**src/rtl/ycfg_pkg.sv**
```systemverilog
// ycfg_pkg: shared FSM encoding and counter width helper for the config loader
package ycfg_pkg;

    localparam logic [2:0] S_IDLE  = 3'd0;
    localparam logic [2:0] S_LOAD  = 3'd1;
    localparam logic [2:0] S_SETUP = 3'd2;
    localparam logic [2:0] S_HIGH  = 3'd3;
    localparam logic [2:0] S_FLUSH = 3'd4;

    function automatic int cw(input int n);
        return (n > 1) ? $clog2(n) : 1;
    endfunction

endpackage

```
**src/rtl/ycfg_loader_if.sv**
```systemverilog
// ycfg_loader_if: host-side control, write and readback handshakes of the loader
interface ycfg_loader_if #(parameter int W = 8);

    logic         start;
    logic         busy;
    logic         done;
    logic [W-1:0] wr_data;
    logic         wr_valid;
    logic         wr_ready;
    logic [W-1:0] rd_data;
    logic         rd_valid;
    logic         rd_ready;

    modport master (
        output start, wr_data, wr_valid, rd_ready,
        input  busy, done, wr_ready, rd_data, rd_valid
    );

    modport slave (
        input  start, wr_data, wr_valid, rd_ready,
        output busy, done, wr_ready, rd_data, rd_valid
    );

endinterface

```
**src/rtl/ycfg_phase_timer.sv**
```systemverilog
// ycfg_phase_timer: DIV-cycle down-counter timing each confclk half-period
module ycfg_phase_timer import ycfg_pkg::*; #(
    parameter int DIV = 2
) (
    input  logic clk,
    input  logic reset,
    input  logic load,
    output logic tc
);

    localparam int TW = cw(DIV + 1);

    logic [TW-1:0] cnt;

    // load on phase entry so tc rises in the phase's DIV-th cycle
    always_ff @(posedge clk)
        if (reset) cnt <= '0;
        else if (load) cnt <= TW'(DIV - 1);
        else if (cnt != '0) cnt <= cnt - 1'b1;

    assign tc = cnt == '0;

endmodule

```
**src/rtl/ycfg_loader.sv**
```systemverilog
// ycfg_loader: serializes host words into a ycell config chain and returns the bits shifted out
module ycfg_loader import ycfg_pkg::*; #(
    parameter int W     = 8,
    parameter int NBITS = 48,
    parameter int DIV   = 2
) (
    input  logic          clk,
    input  logic          reset,
    ycfg_loader_if.slave  h,
    output logic          confclk,
    output logic          cbitin,
    input  logic          cbitout
);

    localparam int NW  = NBITS / W;
    localparam int BW  = cw(W);
    localparam int WCW = cw(NW + 1);

    if (NBITS % W != 0 || DIV < 1 || W < 2) begin : g_param_check
        $error("ycfg_loader: NBITS must be a multiple of W, DIV >= 1, W >= 2");
    end

    logic [2:0]     state;
    logic [W-1:0]   tx;
    logic [W-1:0]   rx;
    logic [BW-1:0]  bidx;
    logic [WCW-1:0] wcnt;
    logic           tc;
    logic           accept;
    logic           last_bit;
    logic           last_word;
    logic           rd_fire;
    logic           in_bit;

    assign accept    = state == S_LOAD && h.wr_valid;
    assign in_bit    = state == S_SETUP || state == S_HIGH;
    assign last_bit  = bidx == BW'(W - 1);
    assign last_word = wcnt == WCW'(NW);
    assign rd_fire   = state == S_FLUSH && h.rd_ready;

    ycfg_phase_timer #(.DIV(DIV)) u_timer (
        .clk   (clk),
        .reset (reset),
        .load  (accept || (in_bit && tc)),
        .tc    (tc)
    );

    // pass sequencing; waits in LOAD/FLUSH stall the chain without a strobe
    always_ff @(posedge clk)
        if (reset) state <= S_IDLE;
        else unique case (state)
            S_IDLE:  if (h.start) state <= S_LOAD;
            S_LOAD:  if (h.wr_valid) state <= S_SETUP;
            S_SETUP: if (tc) state <= S_HIGH;
            S_HIGH:  if (tc) state <= last_bit ? S_FLUSH : S_SETUP;
            S_FLUSH: if (h.rd_ready) state <= last_word ? S_IDLE : S_LOAD;
            default: state <= S_IDLE;
        endcase

    // shift registers, bit/word counters and the end-of-pass pulse
    always_ff @(posedge clk)
        if (reset) begin
            tx     <= '0;
            rx     <= '0;
            bidx   <= '0;
            wcnt   <= '0;
            h.done <= 1'b0;
        end else begin
            h.done <= rd_fire && last_word;
            if (state == S_IDLE && h.start) wcnt <= '0;
            if (accept) begin
                tx   <= h.wr_data;
                bidx <= '0;
                wcnt <= wcnt + 1'b1;
            end
            if (state == S_SETUP && tc) rx <= {rx[W-2:0], cbitout};
            if (state == S_HIGH && tc) begin
                tx <= tx << 1;
                if (!last_bit) bidx <= bidx + 1'b1;
            end
        end

    assign h.busy     = state != S_IDLE;
    assign h.wr_ready = state == S_LOAD;
    assign h.rd_valid = state == S_FLUSH;
    assign h.rd_data  = rx;
    assign confclk    = state == S_HIGH;
    assign cbitin     = in_bit && tx[W-1];

endmodule

```
**src/flat_wrapper.sv**
```systemverilog
// flat-port wrapper written by rule: the top's interface ports become plain ports
module ycfg_loader_flat import ycfg_pkg::*;
#(
    parameter int W     = 8,
    parameter int NBITS = 48,
    parameter int DIV   = 2
)
  (clk, reset, confclk, cbitin, cbitout, h_start, h_wr_data, h_wr_valid, h_rd_ready, h_busy, h_done, h_wr_ready, h_rd_data, h_rd_valid);
  ycfg_loader_if #(.W(W)) h_i ();
  input  logic clk;
  input  logic reset;
  output logic confclk;
  output logic cbitin;
  input  logic cbitout;
  input wire logic [$bits(h_i.start)-1:0] h_start;
  input wire logic [$bits(h_i.wr_data)-1:0] h_wr_data;
  input wire logic [$bits(h_i.wr_valid)-1:0] h_wr_valid;
  input wire logic [$bits(h_i.rd_ready)-1:0] h_rd_ready;
  output wire logic [$bits(h_i.busy)-1:0] h_busy;
  output wire logic [$bits(h_i.done)-1:0] h_done;
  output wire logic [$bits(h_i.wr_ready)-1:0] h_wr_ready;
  output wire logic [$bits(h_i.rd_data)-1:0] h_rd_data;
  output wire logic [$bits(h_i.rd_valid)-1:0] h_rd_valid;
  assign h_i.start = h_start;
  assign h_i.wr_data = h_wr_data;
  assign h_i.wr_valid = h_wr_valid;
  assign h_i.rd_ready = h_rd_ready;
  assign h_busy = h_i.busy;
  assign h_done = h_i.done;
  assign h_wr_ready = h_i.wr_ready;
  assign h_rd_data = h_i.rd_data;
  assign h_rd_valid = h_i.rd_valid;
  ycfg_loader #(.W(W), .NBITS(NBITS), .DIV(DIV)) u_core (.clk(clk), .reset(reset), .h(h_i), .confclk(confclk), .cbitin(cbitin), .cbitout(cbitout));
endmodule
```
**config.mk**
```make
export PLATFORM = sky130hd
export DESIGN_NAME = ycfg_loader_flat
export DESIGN_NICKNAME = d
export VERILOG_FILES = /design/src/rtl/ycfg_pkg.sv /design/src/rtl/ycfg_loader_if.sv /design/src/rtl/ycfg_phase_timer.sv /design/src/rtl/ycfg_loader.sv /design/src/flat_wrapper.sv
export SDC_FILE = /design/constraint.sdc
export NUM_CORES = 1
export LEC_CHECK = 0
export BUFFER_PORTS_ARGS = -buffer_cell sky130_fd_sc_hd__buf_2
export CORE_MARGIN = 2
export CORE_UTILIZATION = 55
export CTS_BUF_LIST = sky130_fd_sc_hd__clkbuf_4
export DETAILED_ROUTE_END_ITERATION = 12
export GPL_ROUTABILITY_DRIVEN = 1
export GPL_TIMING_DRIVEN = 1
export PLACE_DENSITY = 0.8
export SLEW_MARGIN = 5
export SYNTH_ARGS = -nofsm -noshare
export SYNTH_HDL_FRONTEND = slang
export SYNTH_SLANG_ARGS = --single-unit
```
**constraint.sdc**
```tcl
create_clock -name clk -period 2.3 [get_ports clk]
set_input_delay 0.46 -clock clk [delete_from_list [all_inputs] [get_ports clk]]
set_output_delay 0.46 -clock clk [all_outputs]
set_load 0.02 [all_outputs]
```
==> metrics.txt <==
yosys warns=0; core area=0.00241 mm^2; maximum number of pins on one net before global-route repair=29; Req. time, crit path=1.84 ns; Worst slew margin=65.2%; CTS root buf=clkbuf_4; post-synthesis adder-cell area fraction=5.52%; I/O Buffers=27; drt first-iter violations=27; Slew Viols, Final=0; vias=1170; hpwl dp=1.89 mm; Final #Nets=205; CP top delay family=flip-flops; status=complete, no violations; CP max stage delay=0.55 ns; Distinct cells, synth=33; Synth top area share=41.2%; drt drc=0; H-tree levels=1; Syn Nets=184; critical path buffer and inverter count=2; design area=0.00151 mm^2; Min Hold Slack=0.359 ns; CTS Buffer Depth=2; FF+latch count, synth=28; post-synthesis xor/xnor area fraction=1.29%; RSZ-0062 raised after global routing=no; wire per inst=12.0 um; min cycle time layout=1.99 ns; Crit-path slowest cell=dfxtp_1; TritonCTS clock tree=built; die area=0.00289 mm^2; total negative slack=0 ns; 1st-pass router iterations=4; first-pass GRT wire length=4.26 mm; simple-gate portion of the synthesized area=29.6%; largest family of logic cells by synthesized area=simple AND/OR/NAND/NOR gates; total clock sinks=28; post-synthesis mux area share=2.21%; Maximum Capacitance Violations=0; Final ANT Viol Nets=0; R2R Path Start=u_core.u_timer.cnt[0]; post-CTS sizing=0; Post-synth EDFFs=0; total gr overflow=0; Die H=53.7 um; Fillers=213; Setup Buffers After CTS=0; most common cell in the netlist=nand2_1; post-synthesis sequential area ratio=41.2%; DIE WIDTH=53.7 um; top cells by area, synth=dfxtp_1, nand2_1, a21oi_1; setup violators final=0; Antenna diodes=0; Rows=18; Worst Setup Start Kind=register; final hold vios=0; Synth Cell Area=0.00136 mm^2; vias per cell=5.47; Tot GR Track Use=20.0%; PD cells=891 mW/mm^2; Compound-Gate Fraction of Synth Area=13.0%; FMAX=502 MHz; initial antenna violation count=0; placement-stage cell area=0.00146 mm^2; kind of critical path=register to output pin; P_leak=0.000659 uW; layout cells sized above 1=20.7%; worst clock skew=0.00283 ns; Tightest Pin Transition=0.519 ns; most common flop cell mapped by yosys=dfxtp_1; area leader, netlist=dfxtp_1; Tcrit/Tclk final=86.6%; area grow syn2layout=11.0%; top cells by count, synth=nand2_1, dfxtp_1, a21oi_1, nor2_1, a311oi_1; crit-path cells=or3b_4 -> inv_1 -> buf_2; syn avg cell area=8.29 um^2; Post-CTS Hold Fix Bufs=0; IO Pins=28; Initial Util=56.4%; vias in the first global route=1041; Hold Path Class=primary input to register; clk slew on worst S/H paths=0.14 ns; CTS buffer count=3; Worst Path Max Fanout=11; Util after Layout=62.7%; worst skew pair latency=0.32 ns; min-delay src=cbitout; crit path from=u_core.state[2]; GPL Wtd Cong=0.784; ys async rst share=0%; CP endpoint kind=output pin; total wire length=2.57 mm; CP Data Arrival Time=1.53 ns; Gate Count Post-Synth=164; power consumption=1350 uW; IR drop worst, VDD=0.000552 V
cell usage in the layout, fill, tap and decap left out:
master     count
nand2_1       39
dfxtp_1       28
buf_2         27
nor2_1        18
a21oi_1       18
a311oi_1       7
ha_1           6
inv_1          4
and2_1         3
nand3b_1       3
mux2i_1        3
nand3_1        3
nor3_1         3
clkbuf_4       3
or3_1          2
nor2b_2        1
or3b_4         1
and3b_1        1
and4bb_2       1
nand4b_2       1
nor3b_1        1
nand4bb_1      1
nor4b_2        1
a22o_1         1
a211o_1        1
a21o_1         1
nor4b_1        1
or2_2          1
xor2_1         1
xnor2_1        1
bufinv_16      1
buf_4          1
power breakdown:
part	leakage (uW)	switching (uW)	total [uW]	internal, uW
logic	0.000403	244	420	175
clock network	0.0000279	138	314	176
registers	0.000227	67.4	612	545
total	0.000659	450	1350	896
worst register-to-register path: cells and delay by family, from the launching register on:
family / cells / cell delay (ns)
adder cells (fa/ha/maj): 1 / 0.31
flip-flops: 1 / 0.35
AO/OA/AOI/OAI: 1 / 0.10
AND/OR/NAND/NOR: 3 / 0.73
buffers and inverters: 1 / 0.08
kinds of logic (layout without fill, tap and decap cells):
group           Yosys count  count (layout)
buf+inv                  16              36
mux                       3               3
flops                    28              28
fa+ha+maj                 6               6
xor+xnor                  2               2
simple gates             81              81
compound gates           28              28
sequential cells by signal, indices dropped and copies added, names as in the netlist:
name and count:
u_core.bidx 3, u_core.wcnt 3, u_core.h.done 1, u_core.tx 8, u_core.state 3, u_core.h.rd_data 8, u_core.u_timer.cnt 2
layout make-up:
| cell class | instances | area (um^2) | share of cell area, % |
|---|---|---|---|
| clock inverters | 1 | 30.0 | 1.99 |
| clock buffers | 3 | 22.5 | 1.49 |
| well taps | 30 | 37.5 | 2.49 |
| flip-flops and latches | 28 | 561 | 37.1 |
| repair buffers | 28 | 143 | 9.44 |
| inverters | 4 | 15.0 | 0.994 |
| multi-input cells | 120 | 702 | 46.5 |
metrics by stage:
stage          instances  worst slack [ns]
2_1_floorplan        164             0.779
3_3_place_gp         210             0.727
3_5_place_dp         210             0.664
4_1_cts              214             0.304
5_1_grt              214             0.170
6_report             214             0.308
metal layers:
layer  vias to the layer above  wire length [um]  track usage (%)  part of all wire, %
li1                        595                 -                -                    -
met1                       544              1180             24.6                   46
met2                        25              1260             35.2                   49
met3                         6                92             2.50                  3.6
met4                         0                33             8.12                  1.3
met5                         -                 0                0                    0
path summary, 6_finish.rpt:
kind,slack (ns),endpoint,depth (start not counted)
max,0.31,h_rd_valid,3
min reg2reg,0.47,u_core.h.rd_data[7],2
max reg2reg,0.62,u_core.bidx[2],6
min,0.36,u_core.h.rd_data[0],3
Power figures use the tool's default switching activity.
